[src/rtl/regfile_writeback_if.sv]
// Writeback bus between the pipeline, regfile_writeback and the register file ports.
// master = regfile_writeback side, slave = pipeline/regfile environment side.
interface regfile_writeback_if #(
  parameter int ADDR_W = 3,
  parameter int DATA_W = 16,
  parameter int CNT_W  = 3
);
  logic              wb_valid;
  logic [ADDR_W-1:0] wb_address;
  logic [DATA_W-1:0] wb_data;
  logic              wb_ready;
  logic              hold;
  logic              rf_write;
  logic [ADDR_W-1:0] rf_write_address;
  logic [DATA_W-1:0] rf_write_data;
  logic [ADDR_W-1:0] rd_address_1;
  logic [ADDR_W-1:0] rd_address_2;
  logic [DATA_W-1:0] rf_read_data_1;
  logic [DATA_W-1:0] rf_read_data_2;
  logic [DATA_W-1:0] rd_data_1;
  logic [DATA_W-1:0] rd_data_2;
  logic              pending;
  logic [CNT_W-1:0]  count;

  modport master (
    input  wb_valid, wb_address, wb_data, hold,
    input  rd_address_1, rd_address_2, rf_read_data_1, rf_read_data_2,
    output wb_ready, rf_write, rf_write_address, rf_write_data,
    output rd_data_1, rd_data_2, pending, count
  );

  modport slave (
    output wb_valid, wb_address, wb_data, hold,
    output rd_address_1, rd_address_2, rf_read_data_1, rf_read_data_2,
    input  wb_ready, rf_write, rf_write_address, rf_write_data,
    input  rd_data_1, rd_data_2, pending, count
  );
endinterface

[src/rtl/regfile_writeback.sv]
// In-order writeback queue draining one register-file write per cycle.
// Define REGFILE_WB_BYPASS_EN to forward still-queued writes to the decode read ports.
module regfile_writeback #(
  parameter int DEPTH  = 4,
  parameter int ADDR_W = 3,
  parameter int DATA_W = 16,
  parameter int CNT_W  = 3
) (
  input  logic                 clk,
  input  logic                 reset_n,
  regfile_writeback_if.master  bus
);
  localparam int               PTR_W    = (DEPTH > 1) ? $clog2(DEPTH) : 1;
  localparam logic [CNT_W-1:0] FULL_CNT = CNT_W'(DEPTH);

  // Queue storage carries data only, so it is left out of reset.
  logic [ADDR_W-1:0] entry_addr_q [DEPTH];
  logic [DATA_W-1:0] entry_data_q [DEPTH];

  logic [PTR_W-1:0]  head_q, head_d;
  logic [PTR_W-1:0]  tail_q, tail_d;
  logic [CNT_W-1:0]  count_q, count_d;
  logic              rf_write_q, rf_write_d;
  logic [ADDR_W-1:0] rf_write_address_q, rf_write_address_d;
  logic [DATA_W-1:0] rf_write_data_q, rf_write_data_d;
  logic              push;
  logic              pop;

  always_comb begin
    push               = bus.wb_valid && (count_q != FULL_CNT);
    pop                = (count_q != '0) && !bus.hold;
    head_d             = head_q;
    tail_d             = tail_q;
    count_d            = count_q;
    rf_write_d         = pop;
    rf_write_address_d = rf_write_address_q;
    rf_write_data_d    = rf_write_data_q;
    if (push) begin
      tail_d = tail_q + PTR_W'(1);
    end
    if (pop) begin
      head_d             = head_q + PTR_W'(1);
      rf_write_address_d = entry_addr_q[head_q];
      rf_write_data_d    = entry_data_q[head_q];
    end
    case ({push, pop})
      2'b10:   count_d = count_q + CNT_W'(1);
      2'b01:   count_d = count_q - CNT_W'(1);
      default: count_d = count_q;
    endcase
  end

  always_ff @(posedge clk or negedge reset_n) begin
    if (!reset_n) begin
      head_q             <= '0;
      tail_q             <= '0;
      count_q            <= '0;
      rf_write_q         <= 1'b0;
      rf_write_address_q <= '0;
      rf_write_data_q    <= '0;
    end else begin
      head_q             <= head_d;
      tail_q             <= tail_d;
      count_q            <= count_d;
      rf_write_q         <= rf_write_d;
      rf_write_address_q <= rf_write_address_d;
      rf_write_data_q    <= rf_write_data_d;
    end
  end

  always_ff @(posedge clk) begin
    if (push) begin
      entry_addr_q[tail_q] <= bus.wb_address;
      entry_data_q[tail_q] <= bus.wb_data;
    end
  end

  assign bus.wb_ready         = (count_q != FULL_CNT);
  assign bus.pending          = (count_q != '0);
  assign bus.count            = count_q;
  assign bus.rf_write         = rf_write_q;
  assign bus.rf_write_address = rf_write_address_q;
  assign bus.rf_write_data    = rf_write_data_q;

`ifdef REGFILE_WB_BYPASS_EN
  logic [PTR_W-1:0] scan_idx;

  // Walk oldest to youngest so the last hit is the youngest matching entry.
  always_comb begin
    bus.rd_data_1 = bus.rf_read_data_1;
    bus.rd_data_2 = bus.rf_read_data_2;
    scan_idx      = head_q;
    for (int i = 0; i < DEPTH; i++) begin
      scan_idx = head_q + PTR_W'(i);
      if (CNT_W'(i) < count_q) begin
        if (entry_addr_q[scan_idx] == bus.rd_address_1) begin
          bus.rd_data_1 = entry_data_q[scan_idx];
        end
        if (entry_addr_q[scan_idx] == bus.rd_address_2) begin
          bus.rd_data_2 = entry_data_q[scan_idx];
        end
      end
    end
  end
`else
  logic unused_rd_address;

  assign unused_rd_address = ^{bus.rd_address_1, bus.rd_address_2};
  assign bus.rd_data_1     = bus.rf_read_data_1;
  assign bus.rd_data_2     = bus.rf_read_data_2;
`endif

endmodule

[src/flat_wrapper.sv]
// flat-port wrapper written by rule: the top's interface ports become plain ports
module regfile_writeback_flat 
#(
  parameter int DEPTH  = 4,
  parameter int ADDR_W = 3,
  parameter int DATA_W = 16,
  parameter int CNT_W  = 3
)
  (clk, reset_n, bus_wb_valid, bus_wb_address, bus_wb_data, bus_hold, bus_rd_address_1, bus_rd_address_2, bus_rf_read_data_1, bus_rf_read_data_2, bus_wb_ready, bus_rf_write, bus_rf_write_address, bus_rf_write_data, bus_rd_data_1, bus_rd_data_2, bus_pending, bus_count);
  regfile_writeback_if #(.ADDR_W(ADDR_W), .DATA_W(DATA_W), .CNT_W(CNT_W)) bus_i ();
  input  logic clk;
  input  logic reset_n;
  input wire logic [$bits(bus_i.wb_valid)-1:0] bus_wb_valid;
  input wire logic [$bits(bus_i.wb_address)-1:0] bus_wb_address;
  input wire logic [$bits(bus_i.wb_data)-1:0] bus_wb_data;
  input wire logic [$bits(bus_i.hold)-1:0] bus_hold;
  input wire logic [$bits(bus_i.rd_address_1)-1:0] bus_rd_address_1;
  input wire logic [$bits(bus_i.rd_address_2)-1:0] bus_rd_address_2;
  input wire logic [$bits(bus_i.rf_read_data_1)-1:0] bus_rf_read_data_1;
  input wire logic [$bits(bus_i.rf_read_data_2)-1:0] bus_rf_read_data_2;
  output wire logic [$bits(bus_i.wb_ready)-1:0] bus_wb_ready;
  output wire logic [$bits(bus_i.rf_write)-1:0] bus_rf_write;
  output wire logic [$bits(bus_i.rf_write_address)-1:0] bus_rf_write_address;
  output wire logic [$bits(bus_i.rf_write_data)-1:0] bus_rf_write_data;
  output wire logic [$bits(bus_i.rd_data_1)-1:0] bus_rd_data_1;
  output wire logic [$bits(bus_i.rd_data_2)-1:0] bus_rd_data_2;
  output wire logic [$bits(bus_i.pending)-1:0] bus_pending;
  output wire logic [$bits(bus_i.count)-1:0] bus_count;
  assign bus_i.wb_valid = bus_wb_valid;
  assign bus_i.wb_address = bus_wb_address;
  assign bus_i.wb_data = bus_wb_data;
  assign bus_i.hold = bus_hold;
  assign bus_i.rd_address_1 = bus_rd_address_1;
  assign bus_i.rd_address_2 = bus_rd_address_2;
  assign bus_i.rf_read_data_1 = bus_rf_read_data_1;
  assign bus_i.rf_read_data_2 = bus_rf_read_data_2;
  assign bus_wb_ready = bus_i.wb_ready;
  assign bus_rf_write = bus_i.rf_write;
  assign bus_rf_write_address = bus_i.rf_write_address;
  assign bus_rf_write_data = bus_i.rf_write_data;
  assign bus_rd_data_1 = bus_i.rd_data_1;
  assign bus_rd_data_2 = bus_i.rd_data_2;
  assign bus_pending = bus_i.pending;
  assign bus_count = bus_i.count;
  regfile_writeback #(.DEPTH(DEPTH), .ADDR_W(ADDR_W), .DATA_W(DATA_W), .CNT_W(CNT_W)) u_core (.clk(clk), .reset_n(reset_n), .bus(bus_i));
endmodule
[config.mk]
export PLATFORM = sky130hd
export DESIGN_NAME = regfile_writeback_flat
export DESIGN_NICKNAME = d
export VERILOG_FILES = /design/src/rtl/regfile_writeback_if.sv /design/src/rtl/regfile_writeback.sv /design/src/flat_wrapper.sv
export SDC_FILE = /design/constraint.sdc
export NUM_CORES = 1
export LEC_CHECK = 0
export ABC_AREA = 1
export CAP_MARGIN = 15
export CORE_AREA = 2 2 98 100
export CTS_BUF_LIST = sky130_fd_sc_hd__clkbuf_4 sky130_fd_sc_hd__clkbuf_8
export CTS_CLUSTER_SIZE = 12
export DETAILED_ROUTE_END_ITERATION = 8
export DIE_AREA = 0 0 100 102
export GPL_ROUTABILITY_DRIVEN = 0
export GPL_TIMING_DRIVEN = 0
export HOLD_SLACK_MARGIN = 0.08
export MAX_ROUTING_LAYER = met4
export PLACE_DENSITY = 0.8
export SETUP_SLACK_MARGIN = 0.02
export SLEW_MARGIN = 10
export SYNTH_ARGS = -nofsm -noshare
export SYNTH_HDL_FRONTEND = slang
export SYNTH_SLANG_ARGS = --single-unit
[constraint.sdc]
create_clock -name clk -period 3 [get_ports clk]
set_clock_uncertainty 0.2 [all_clocks]
set_input_delay 0.45 -clock clk [delete_from_list [all_inputs] [get_ports clk]]
set_output_delay 0.45 -clock clk [all_outputs]
set_load 0.05 [all_outputs]
==> qor_table.md, run 1 <==
| Quantity | This run |
|---|---|
| Seq cells post-synth | 103 |
| Smallest setup slack after layout | 0.5453 ns |
| CTS root buf | sky130_fd_sc_hd__clkbuf_8 |
| Maximum vdd drop | 0.4585 mV |
| Wire length reported by the detailed router | 10220 um |
| Number of cells on the critical path | 3 |
| Number of antenna repair diodes | 0 |
| Number of nets in the synthesized netlist | 529 |
| Path type of the worst setup path | register to output pin |
| H-Tree Level Count | 3 |
| Depth of the worst register-to-register path | 11 |
| Post-synthesis average cell area | 9.953 um2 |
| Clock latency on the worst-skew pair | 0.36 ns |
| Total clock buffers created by CTS | 9 |
| Required time reported for the critical path endpoint | 2.35 ns |
| Initial core utilization | 0.5048 |
| Critical Path, Cell by Cell | nor2_1 > nand2_1 > clkdlybuf4s50_1 |
| Final instance area | 5871 um2 |
| DRT Pass-1 Iters | 5 |
| Global routing met1 resource utilization | 0.2234 |
| Mapped Area | 4598 um2 |
| Routed wire per std cell | 15.19 um |
| Cell leakage power | 2.775 nW |
| Number of port buffers | 79 |
| Critical Path End Type | output pin |
| Final count of pins violating max slew | 0 |
| Total number of placement rows | 35 |
| Slowest CP cell | sky130_fd_sc_hd__clkdlybuf4s50_1 |
| Total routing usage reported by global routing | 0.2120 |
| Global-route wire length before repair | 15680 um |
| DRC errors left | 0 |
| Final Cycle Share | 0.8182 |
| Maximum number of pins on one net before global-route repair | 28 |
| Power Dens Cells | 992.2 nW/um2 |
| Total power | 5.825 mW |
| Met3 demand-to-capacity share in global routing | 0.04378 |
| Starting DRT DRC Count | 328 |
| X dimension of the die | 100 um |
| Share of the core filled with cells in the final layout | 0.6445 |
| Via count of the first global-routing pass | 3284 |
| Path class of the lowest-slack min-delay path | register to register |
| Setup violation total in the final timing report | 0 |
| # nets final | 624 |
| Die H | 102 um |
| Half-perimeter wire length after detailed placement | 6886 um |
| Standard cell area after detailed placement | 5593 um2 |
| Mean number of vias per cell | 4.973 |
| Area enclosed by the die boundary | 10200 um2 |
| Critical path's top delay family | buffers and inverters |
| Cell variety after synth | 18 |
| Final Critical Period | 2.455 ns |
| Launch point of the critical path | u_core.bus.count[0]$_DFFE_PN0P_ |
| Startpoint type of the worst setup path | register |
| Worst R2R Setup Slack | 0.63 ns |
| Slew HR | 0.5364 |
| Final hold violations | 0 |
| Area growth from synthesis to final layout | 27.67% |
| Unrepaired setup endpoints after global routing | false |
| Gate Count Post-Synth | 462 |
| Share of cells above drive strength 1 | 0.1352 |
| FF-to-FF End | u_core.bus.count[2]$_DFFE_PN0P_ |
| CTS tree | built |
| Met2 demand-to-capacity share in global routing | 0.3867 |
| Total vias in the final route | 3347 |
| Count of instances resized after the clock tree is built | 0 |
| Top fanout value on the critical path | 4 |
| Busiest grt layer | met2 |
| Overall overflow remaining after global route | 0 |
| I/O pin cnt | 118 |
| Core Box Area | 9109 um2 |
| Number of buffers on the longest clock path | 2 |
| Yosys synthesis warning count | 0 |
| Highest clock frequency the design can meet | 407.4 MHz |
| Critical path buffers and inverters | 1 |
| Worst Path Arrival | 1.80 ns |
| Clock-pin slew of the registers on the worst-case setup and hold paths | 0.10 ns |
| Number of antenna violations at the first check in global routing | 0 |
| Max-cap violation count | 0 |
| Sequential element share of the synthesized area | 0.6433 |
| Delay of the slowest cell on the worst path | 0.83 ns |
| Crit path to | bus_pending |
| Run status | completed |
| Clock sink count | 103 |
| Post-Place Setup Slack | 0.2866 ns |
| Slew at the pin closest to its max-slew limit | 0.6946 ns |
| RR Startpoint | u_core.bus.count[0]$_DFFE_PN0P_ |
| WHS | 0.2879 ns |
| Number of nets with antenna violations after routing | 0 |
==> worst register-to-register path, delay by kind of cell, from the launching register on <==
family | cells | cell delay (ns)
buffers and inverters | 3 | 0.41
and+or+nand+nor | 5 | 0.49
xor gates and xnor gates | 1 | 0.15
adders and majority gates | 2 | 0.61
DFF | 1 | 0.41
==> metal layers <==
metal  vias to the layer above  share of wire
li1                       1569              -
met1                      1578           0.38
met2                       182           0.52
met3                        18          0.080
met4                         0          0.019
met5                         -              0
==> repair_timing <==
item / 4_1_cts / 5_1_grt
hold buffers: 1 / 0
endpoints found under the hold margin: 27 / 0
endpoints found under the setup margin: 0 / 0
buffers inserted: 0 / 0
==> state kept, by name, indices dropped and copies added (netlist names) <==
name,cells
u_core.entry_data_q,64
u_core.bus.rf_write_data,16
u_core.entry_addr_q,12
u_core.bus.count,3
u_core.bus.rf_write_address,3
u_core.head_q,2
u_core.tail_q,2
u_core.bus.rf_write,1
==> where the power goes <==
part / total (mW) / switching [mW] / internal [mW]
Combinational: 2.60 / 1.77 / 0.837
Sequential: 2.11 / 0.169 / 1.94
Clock: 1.12 / 0.456 / 0.661
==> area by class of cell <==
type / count / area (um2)
Tap cell: 111 / 138.9
Buffer: 47 / 326.6
Fill cell: 679 / 3238
Inverter: 92 / 345.3
Sequential cell: 103 / 2958
Timing Repair Buffer: 84 / 855.8
Clock inverter: 5 / 128.9
Multi-Input combinational cell: 220 / 978.4
Clock buffer: 11 / 138.9
==> logic make-up after synthesis <==
logic type               count (synthesis)  synth area share
XOR/XNOR                                 5          0.009526
adder cells (fa/ha/maj)                  6           0.01796
flip-flops                             103            0.6433
AND/OR/NAND/NOR                        207            0.1810
AO/OA/AOI/OAI                            2          0.002175
buffers and inverters                  139            0.1461
==> per-stage QoR <==
stage / std cells / setup TNS (ns)
6_report: 673 / 0
5_1_grt: 673 / 0
4_1_cts: 673 / 0
3_5_place_dp: 656 / 0
3_3_place_gp: 652 / -11.70
2_1_floorplan: 462 / 0
==> cell usage in the layout (no fill, tap or decap), drive strengths merged, types with 5 or more instances in the layout <==
| master | count |
|---|---|
| buf | 51 |
| nor2 | 5 |
| clkdlybuf4s50 | 78 |
| clkbuf | 12 |
| inv | 93 |
| ha | 5 |
| edfxtp | 76 |
| nand3 | 40 |
| nand2 | 162 |
| dfrtp | 27 |
==> worst min-delay path by stage <==
stage / from / end / slack (ns) / cells after the start
final: u_core.bus.rf_write_data[3]$_DFFE_PN0P_ / u_core.bus.rf_write_data[3]$_DFFE_PN0P_ / 0.29 / 2
after global routing: u_core.bus.rf_write_data[8]$_DFFE_PN0P_ / u_core.bus.rf_write_data[8]$_DFFE_PN0P_ / 0.31 / 2
after CTS: u_core.bus.rf_write_data[3]$_DFFE_PN0P_ / u_core.bus.rf_write_data[3]$_DFFE_PN0P_ / 0.29 / 2
after detailed placement: u_core.bus.rf_write_data[3]$_DFFE_PN0P_ / u_core.bus.rf_write_data[3]$_DFFE_PN0P_ / 0.27 / 2
after global placement: u_core.bus.rf_write_data[1]$_DFFE_PN0P_ / u_core.bus.rf_write_data[1]$_DFFE_PN0P_ / 0.26 / 2
after floorplan: reset_n / u_core.bus.count[0]$_DFFE_PN0P_ / -0.05 / 0
==> cell usage after synthesis, drive strengths merged <==
master / count / area [um2]
buf: 46 / 322.8
clkbuf: 1 / 3.750
dfrtp: 27 / 675.7
edfxtp: 76 / 2282
fa: 1 / 20.02
ha: 5 / 62.56
inv: 92 / 345.3
nand2: 162 / 613.1
nand3: 40 / 200.2
nor2: 5 / 18.77
o21ai: 2 / 10.00
xnor2: 2 / 17.52
xor2: 3 / 26.28
Note: power is estimated with default switching activity, not from simulation.
==> run 2: changes to the inputs <==
clock period = 2.3 ns   (was 3 ns; I/O delays follow)
==> qor_table.md, run 2 (same netlist as run 1, synthesis figures left out) <==
| Quantity | This run |
|---|---|
| Via count of the first global-routing pass | 3179 |
| Die H | 102 um |
| Run status | completed |
| Highest clock frequency the design can meet | 466.7 MHz |
| Worst R2R Setup Slack | 0.16 ns |
| Clock sink count | 103 |
| Global-route wire length before repair | 14970 um |
| Half-perimeter wire length after detailed placement | 6388 um |
| Share of cells above drive strength 1 | 0.1477 |
| Filler instances | 692 |
| Total vias in the final route | 3255 |
| Total routing usage reported by global routing | 0.2061 |
| Final instance area | 5831 um2 |
| Startpoint type of the worst setup path | register |
| Path class of the lowest-slack min-delay path | register to register |
| Final Critical Period | 2.143 ns |
| Critical Path, Cell by Cell | nor2_4 > nand2_4 > nand2_4 > inv_2 > buf_6 > ha_1 > inv_1 > fa_1 > o21ai_0 |
| Worst Hold Path Cells | 2 |
| DRC errors left | 0 |
| Number of flip-flops under the largest register name | 64 |
| FF-to-FF End | u_core.bus.count[1]$_DFFE_PN0P_ |
| HP Start | u_core.bus.rf_write_data[3]$_DFFE_PN0P_ |
| Final count of pins violating max slew | 0 |
| Slowest CP cell | sky130_fd_sc_hd__dfrtp_2 |
| Required time reported for the critical path endpoint | 2.39 ns |
| Area enclosed by the die boundary | 10200 um2 |
| Wire length reported by the detailed router | 9847 um |
| Maximum vdd drop | 0.5554 mV |
| Slew HR | 0.5278 |
| Most common cell after layout, fill and taps aside | sky130_fd_sc_hd__nand2_1 |
| Area growth from synthesis to final layout | 26.80% |
| Initial core utilization | 0.5048 |
| Number of port buffers | 79 |
| Number of buffers on the longest clock path | 2 |
| Total power | 7.222 mW |
| Final hold violations | 0 |
| Endpoint with the worst hold slack | u_core.bus.rf_write_data[3]$_DFFE_PN0P_ |
| Register with the highest flop count | u_core.entry_data_q |
| Cell leakage power | 2.743 nW |
| Number of antenna repair diodes | 0 |
| # nets final | 624 |
| Met3 demand-to-capacity share in global routing | 0.04788 |
| Clock-pin slew of the registers on the worst-case setup and hold paths | 0.10 ns |
| Maximum number of pins on one net before global-route repair | 28 |
| Worst path most repeated cell | sky130_fd_sc_hd__nand2_4 |
| Critical path buffers and inverters | 3 |
| Met2 demand-to-capacity share in global routing | 0.3784 |
| Unrepaired setup endpoints after global routing | false |
| Number of antenna violations at the first check in global routing | 0 |
| X dimension of the die | 100 um |
| RR Startpoint | u_core.bus.count[1]$_DFFE_PN0P_ |
| Core Box Area | 9109 um2 |
| I/O pin cnt | 118 |
| Mean number of vias per cell | 4.837 |
| Power Dens Cells | 1239 nW/um2 |
| Number of nets with antenna violations after routing | 0 |
| Critical path's top delay family | adder cells |
| Depth of the worst register-to-register path | 9 |
| CTS root buf | sky130_fd_sc_hd__clkbuf_8 |
| Final Cycle Share | 0.9316 |
| DRT Pass-1 Iters | 4 |
| Routed wire per std cell | 14.63 um |
| Setup violation total in the final timing report | 0 |
| Worst Path Arrival | 2.23 ns |
| Max-cap violation count | 0 |
| CTS tree | built |
| Standard cell area after detailed placement | 5567 um2 |
| Critical Path End Type | register |
| Slew at the pin closest to its max-slew limit | 0.7066 ns |
| Leading cell types in the layout, fill and taps excluded | sky130_fd_sc_hd__nand2_1 (158), sky130_fd_sc_hd__inv_1 (88), sky130_fd_sc_hd__clkdlybuf4s50_1 (76), sky130_fd_sc_hd__edfxtp_1 (76), sky130_fd_sc_hd__nand3_1 (40) |
| Top fanout value on the critical path | 11 |
| Overall overflow remaining after global route | 0 |
| Starting DRT DRC Count | 161 |
| Delay of the slowest cell on the worst path | 0.45 ns |
| Busiest grt layer | met2 |
| Total clock buffers created by CTS | 9 |
| Path type of the worst setup path | register to register |
| H-Tree Level Count | 3 |
| WHS | 0.2828 ns |
| Total number of placement rows | 35 |
| Clock latency on the worst-skew pair | 0.37 ns |
| Global routing met1 resource utilization | 0.2191 |
-- run 2: cell types whose count changed in the layout (fill, tap and decap cells not counted), sizes merged, moves of 2 or more --
cell / previous run / this run
clkinv: 0 / 2
dlygate4sd2: 0 / 2
bufinv: 4 / 0
clkinvlp: 0 / 2
clkdlybuf4s50: 78 / 76
-- run 2: metrics by stage --
stage               setup TNS [ns]  setup WS (ns)  instances  utilization
detailed placement          -17.42        -0.2639        652       0.6111
finish                           0         0.1574        673       0.6401
CTS                              0        0.03113        669       0.6334
global route                     0        0.03587        673       0.6401
global placement            -16.39        -0.2200        652       0.6117
floorplan                        0        0.02699        462            -
-- run 2: how the worst max path moves through the flow --
stage | startpoint | endpoint | cells after the start
6_report | u_core.bus.count[1]$_DFFE_PN0P_ | u_core.bus.count[1]$_DFFE_PN0P_ | 9
5_1_grt | u_core.bus.count[1]$_DFFE_PN0P_ | u_core.bus.count[2]$_DFFE_PN0P_ | 11
4_1_cts | u_core.bus.count[0]$_DFFE_PN0P_ | u_core.entry_data_q[3][3]$_DFFE_PP_ | 4
3_5_place_dp | bus_wb_valid | u_core.entry_data_q[2][5]$_DFFE_PP_ | 3
3_3_place_gp | bus_wb_valid | u_core.entry_data_q[2][5]$_DFFE_PP_ | 3
2_1_floorplan | u_core.bus.count[1]$_DFFE_PN0P_ | u_core.bus.count[2]$_DFFE_PN0P_ | 11
-- run 2: report_power, final --
group          switching [mW]  internal, mW  leakage, nW
clock network           0.636         0.438       0.0910
registers               0.223          2.53         1.02
logic                    2.29          1.11         1.63
total                    3.15          4.08         2.74
-- run 2: area by class of cell --
class | instances | area (um2) | share of cell area
plain buffers | 47 | 332.8 | 0.05708
flip-flops and latches | 103 | 2962 | 0.5079
clock buffers | 10 | 137.6 | 0.02361
clock inverters | 6 | 52.55 | 0.009013
inverters | 92 | 345.3 | 0.05923
well taps | 111 | 138.9 | 0.02382
repair buffers | 84 | 845.8 | 0.1451
multi-input cells | 220 | 1016 | 0.1742
-- run 2: tightest hold or removal path: cells and delay by family (launching register included) --
kind | cells | cell delay [ns]
simple gates | 2 | 0.10
flops | 1 | 0.35
-- run 2: routing by layer --
metal / part of all wire / vias to the layer above
met2: 0.55 / 158
met4: 0.0094 / 0
met3: 0.084 / 7
met1: 0.36 / 1522
li1: - / 1568
met5: 0 / -
-- run 2: timing repair --
action | CTS | global route
gates resized for setup | 3 | 2
pin swaps | 0 | 0
hold endpoints to repair | 27 | 0
gates cloned | 0 | 0
hold buffers | 1 | 0
setup buffers | 0 | 1
endpoints found under the setup margin | 21 | 2
==> edit: new RTL, settings of run 1 <==
Make the reset (`reset_n`) synchronous in one clocked block.
--- a/src/rtl/regfile_writeback.sv
+++ b/src/rtl/regfile_writeback.sv
@@ -51,5 +51,5 @@
   end
 
-  always_ff @(posedge clk or negedge reset_n) begin
+  always_ff @(posedge clk) begin
     if (!reset_n) begin
       head_q             <= '0;
Formal check against the unedited RTL: differs if reset_n is asserted again (counterexample within 4 cycles, from zero or initial values and one cycle with reset_n low); with reset_n held inactive, the same outputs for 10 cycles.
==> edit against run 1 <==
  * Routed wire length grew 7.7%
  * Clock power shrank 4%
  * Via count grew 8.4%
  * Count of clock-buffer cells in the layout is the same
  * Area after synthesis grew 2.6%
  * Cell count grew 8.0%
  * Final area grew 1.8%
  * Power shrank 16%
  * Core utilization grew 1.1 points
  * Worst setup slack lost 0.031 ns
  * Sequential cell count is the same
  * Global-route usage grew 1.3 points
  * Critical path type unchanged
  * Largest cell class unchanged
  * Largest power group unchanged
==> edit: results (changes against run 1) <==
[run_status]
status=finished clean  ; unchanged

[grt]
grt_pass1_vias=3481  ; was 3284
grt_max_degree=17  ; was 28
grt_use_total_pct=22.48  ; was 21.20%
antenna_found_initial=0  ; unchanged
grt_pass1_wl_mm=16.57  ; was 15.68 mm

[clock_tree]
htreeDepth=3  ; unchanged
postCtsSetupBuffers=0  ; unchanged
cts_resized=0  ; unchanged
cts_buffer_depth=2  ; unchanged
cts_made_buffers=9  ; unchanged
root_buffer=clkbuf_8  ; unchanged
clk_latency_ns=0.36  ; about the same

[power_and_ir_drop]
leakagePower_nw=2.766  ; was 2.775 nW
p_sw_share_pct=38.65  ; was 41.05%
ir_drop_uv=363.3  ; was 458.5 uV

[detailed_routing]
dr.pass1.iters=5  ; unchanged
avgRoutedWirePerCell_um=15.14  ; was 15.19 um
num_vias=3629  ; was 3347
routed_via_density=4.992  ; was 4.973
first_iter_violations=293  ; was 328

[critical_path]
r2r_setup_slack_ns=0.89  ; was 0.63 ns
worstPathArrival_ns=1.84  ; was 1.80 ns
path_max_fanout=5  ; was 4
cp_top_family=buffers and inverters  ; unchanged
r2r_end=u_core.bus.count[2]  ; unchanged
rr_startpoint=u_core.bus.count[0]  ; unchanged
slowest_delay_ns=0.85  ; was 0.83 ns
cp_slowest_cell=clkdlybuf4s50_1  ; unchanged
rr_worst_depth=12  ; was 11

[logic_synthesis]
yosys-top-cells-area=edfxtp_1 48%, dfxtp_1 11%, nand2_1 11%  ; was edfxtp_1 50%, dfrtp_1 15%, nand2_1 13%
seq_area_frac_synth_pct=59.81  ; was 64.33%
ys_top_cells_by_count=143 x nand2_1, 111 x inv_1, 76 x edfxtp_1  ; was 160 x nand2_1, 89 x inv_1, 76 x edfxtp_1
ys.flop_type=edfxtp_1  ; unchanged
synth_fp_nets=584  ; was 529
synth_edf_count=76  ; unchanged
ys.warnings.count=0  ; unchanged
async_flop_share_pct=0  ; was 26.21%
yosysUniqueCellTypes=20  ; was 18
synth.avg_cell_area_um2=9.129  ; was 9.953 um^2

[layout]
nets=678  ; was 624
layout-drive-gt1-share_pct=13.47  ; was 13.52%
fill_cells=657  ; was 679
largest_register_ffs=64  ; unchanged
antenna_cells=0  ; unchanged
regMostFlops=u_core.entry_data_q  ; unchanged

[hold_path]
worstHoldEndpoint=u_core.bus.count[0]  ; was u_core.bus.rf_write_data[3]
min_from=u_core.bus.count[0]  ; was u_core.bus.rf_write_data[3]
min_path_cells=1  ; was 2
hold_path.class=register to register  ; unchanged

[timing]
fin_setup_tns_ns=0  ; unchanged
max_slew_margin_pct=60.09  ; was 53.64%
whs_ns=0.3169  ; was 0.2879 ns

[placed_design]
dp_cells=711  ; was 656
dp_hpwl_mm=7.436  ; was 6.886 mm
port_buffers=79  ; unchanged

==> edit: power by group through the flow <==
| stage | Clock (mW) | Sequential, mW | Combinational, mW |
|---|---|---|---|
| after global placement | 0 | 1.85 | 1.89 |
| after detailed placement | 0 | 1.86 | 1.97 |
| final | 1.07 | 1.83 | 1.99 |
| after floorplan | 0 | 2.23 | 0.971 |
| after CTS | 1.07 | 1.83 | 1.99 |
| after global routing | 1.13 | 1.85 | 2.14 |
==> edit: metrics by stage <==
stage                     setup slack [ns]  instance area, um^2  utilization [%]
after floorplan                     0.1717                 4720                -
after global placement             -0.2218                 5649            62.02
after detailed placement            0.5123                 5719            62.79
after CTS                           0.4821                 5974            65.59
after global routing                0.4077                 5974            65.59
final                               0.5141                 5974            65.59
==> edit: worst max path at each step <==
stage	startpoint	end	slack (ns)	cells past startpoint
after detailed placement	bus_hold	u_core.bus.count[2]	0.51	13
after global placement	bus_wb_valid	u_core.entry_data_q[1][3]	-0.22	3
after floorplan	u_core.bus.count[0]	u_core.entry_addr_q[0][0]	0.17	4
after global routing	u_core.bus.count[0]	bus_wb_ready	0.41	3
after CTS	u_core.bus.count[0]	bus_wb_ready	0.48	3
final	u_core.bus.count[0]	bus_wb_ready	0.51	3
==> edit: cell type report <==
type / instances / area share (%)
Clock inverter: 5 / 1.738
Sequential cell: 103 / 47.25
Multi-Input combinational cell: 251 / 18.41
Buffer: 51 / 6.471
Inverter: 112 / 7.037
Clock buffer: 11 / 2.534
Tap cell: 111 / 2.325
Timing Repair Buffer: 83 / 14.24
==> edit: layer usage <==
metal  GRT usage, %  vias up  wire [um]
met5              -        -          0
met4          10.43        0        175
met3          3.967       14       1001
met2          40.33      211       5905
met1          24.34     1690       3928
li1               -     1714          -
==> edit: kinds of logic after synthesis <==
kind of cell	count (synthesis)	synth area share [%]
AND/OR/NAND/NOR	237	20.33
adder cells (fa/ha/maj)	6	1.750
flip-flops	103	59.81
buffers and inverters	163	17.10
AO/OA/AOI/OAI	8	1.008
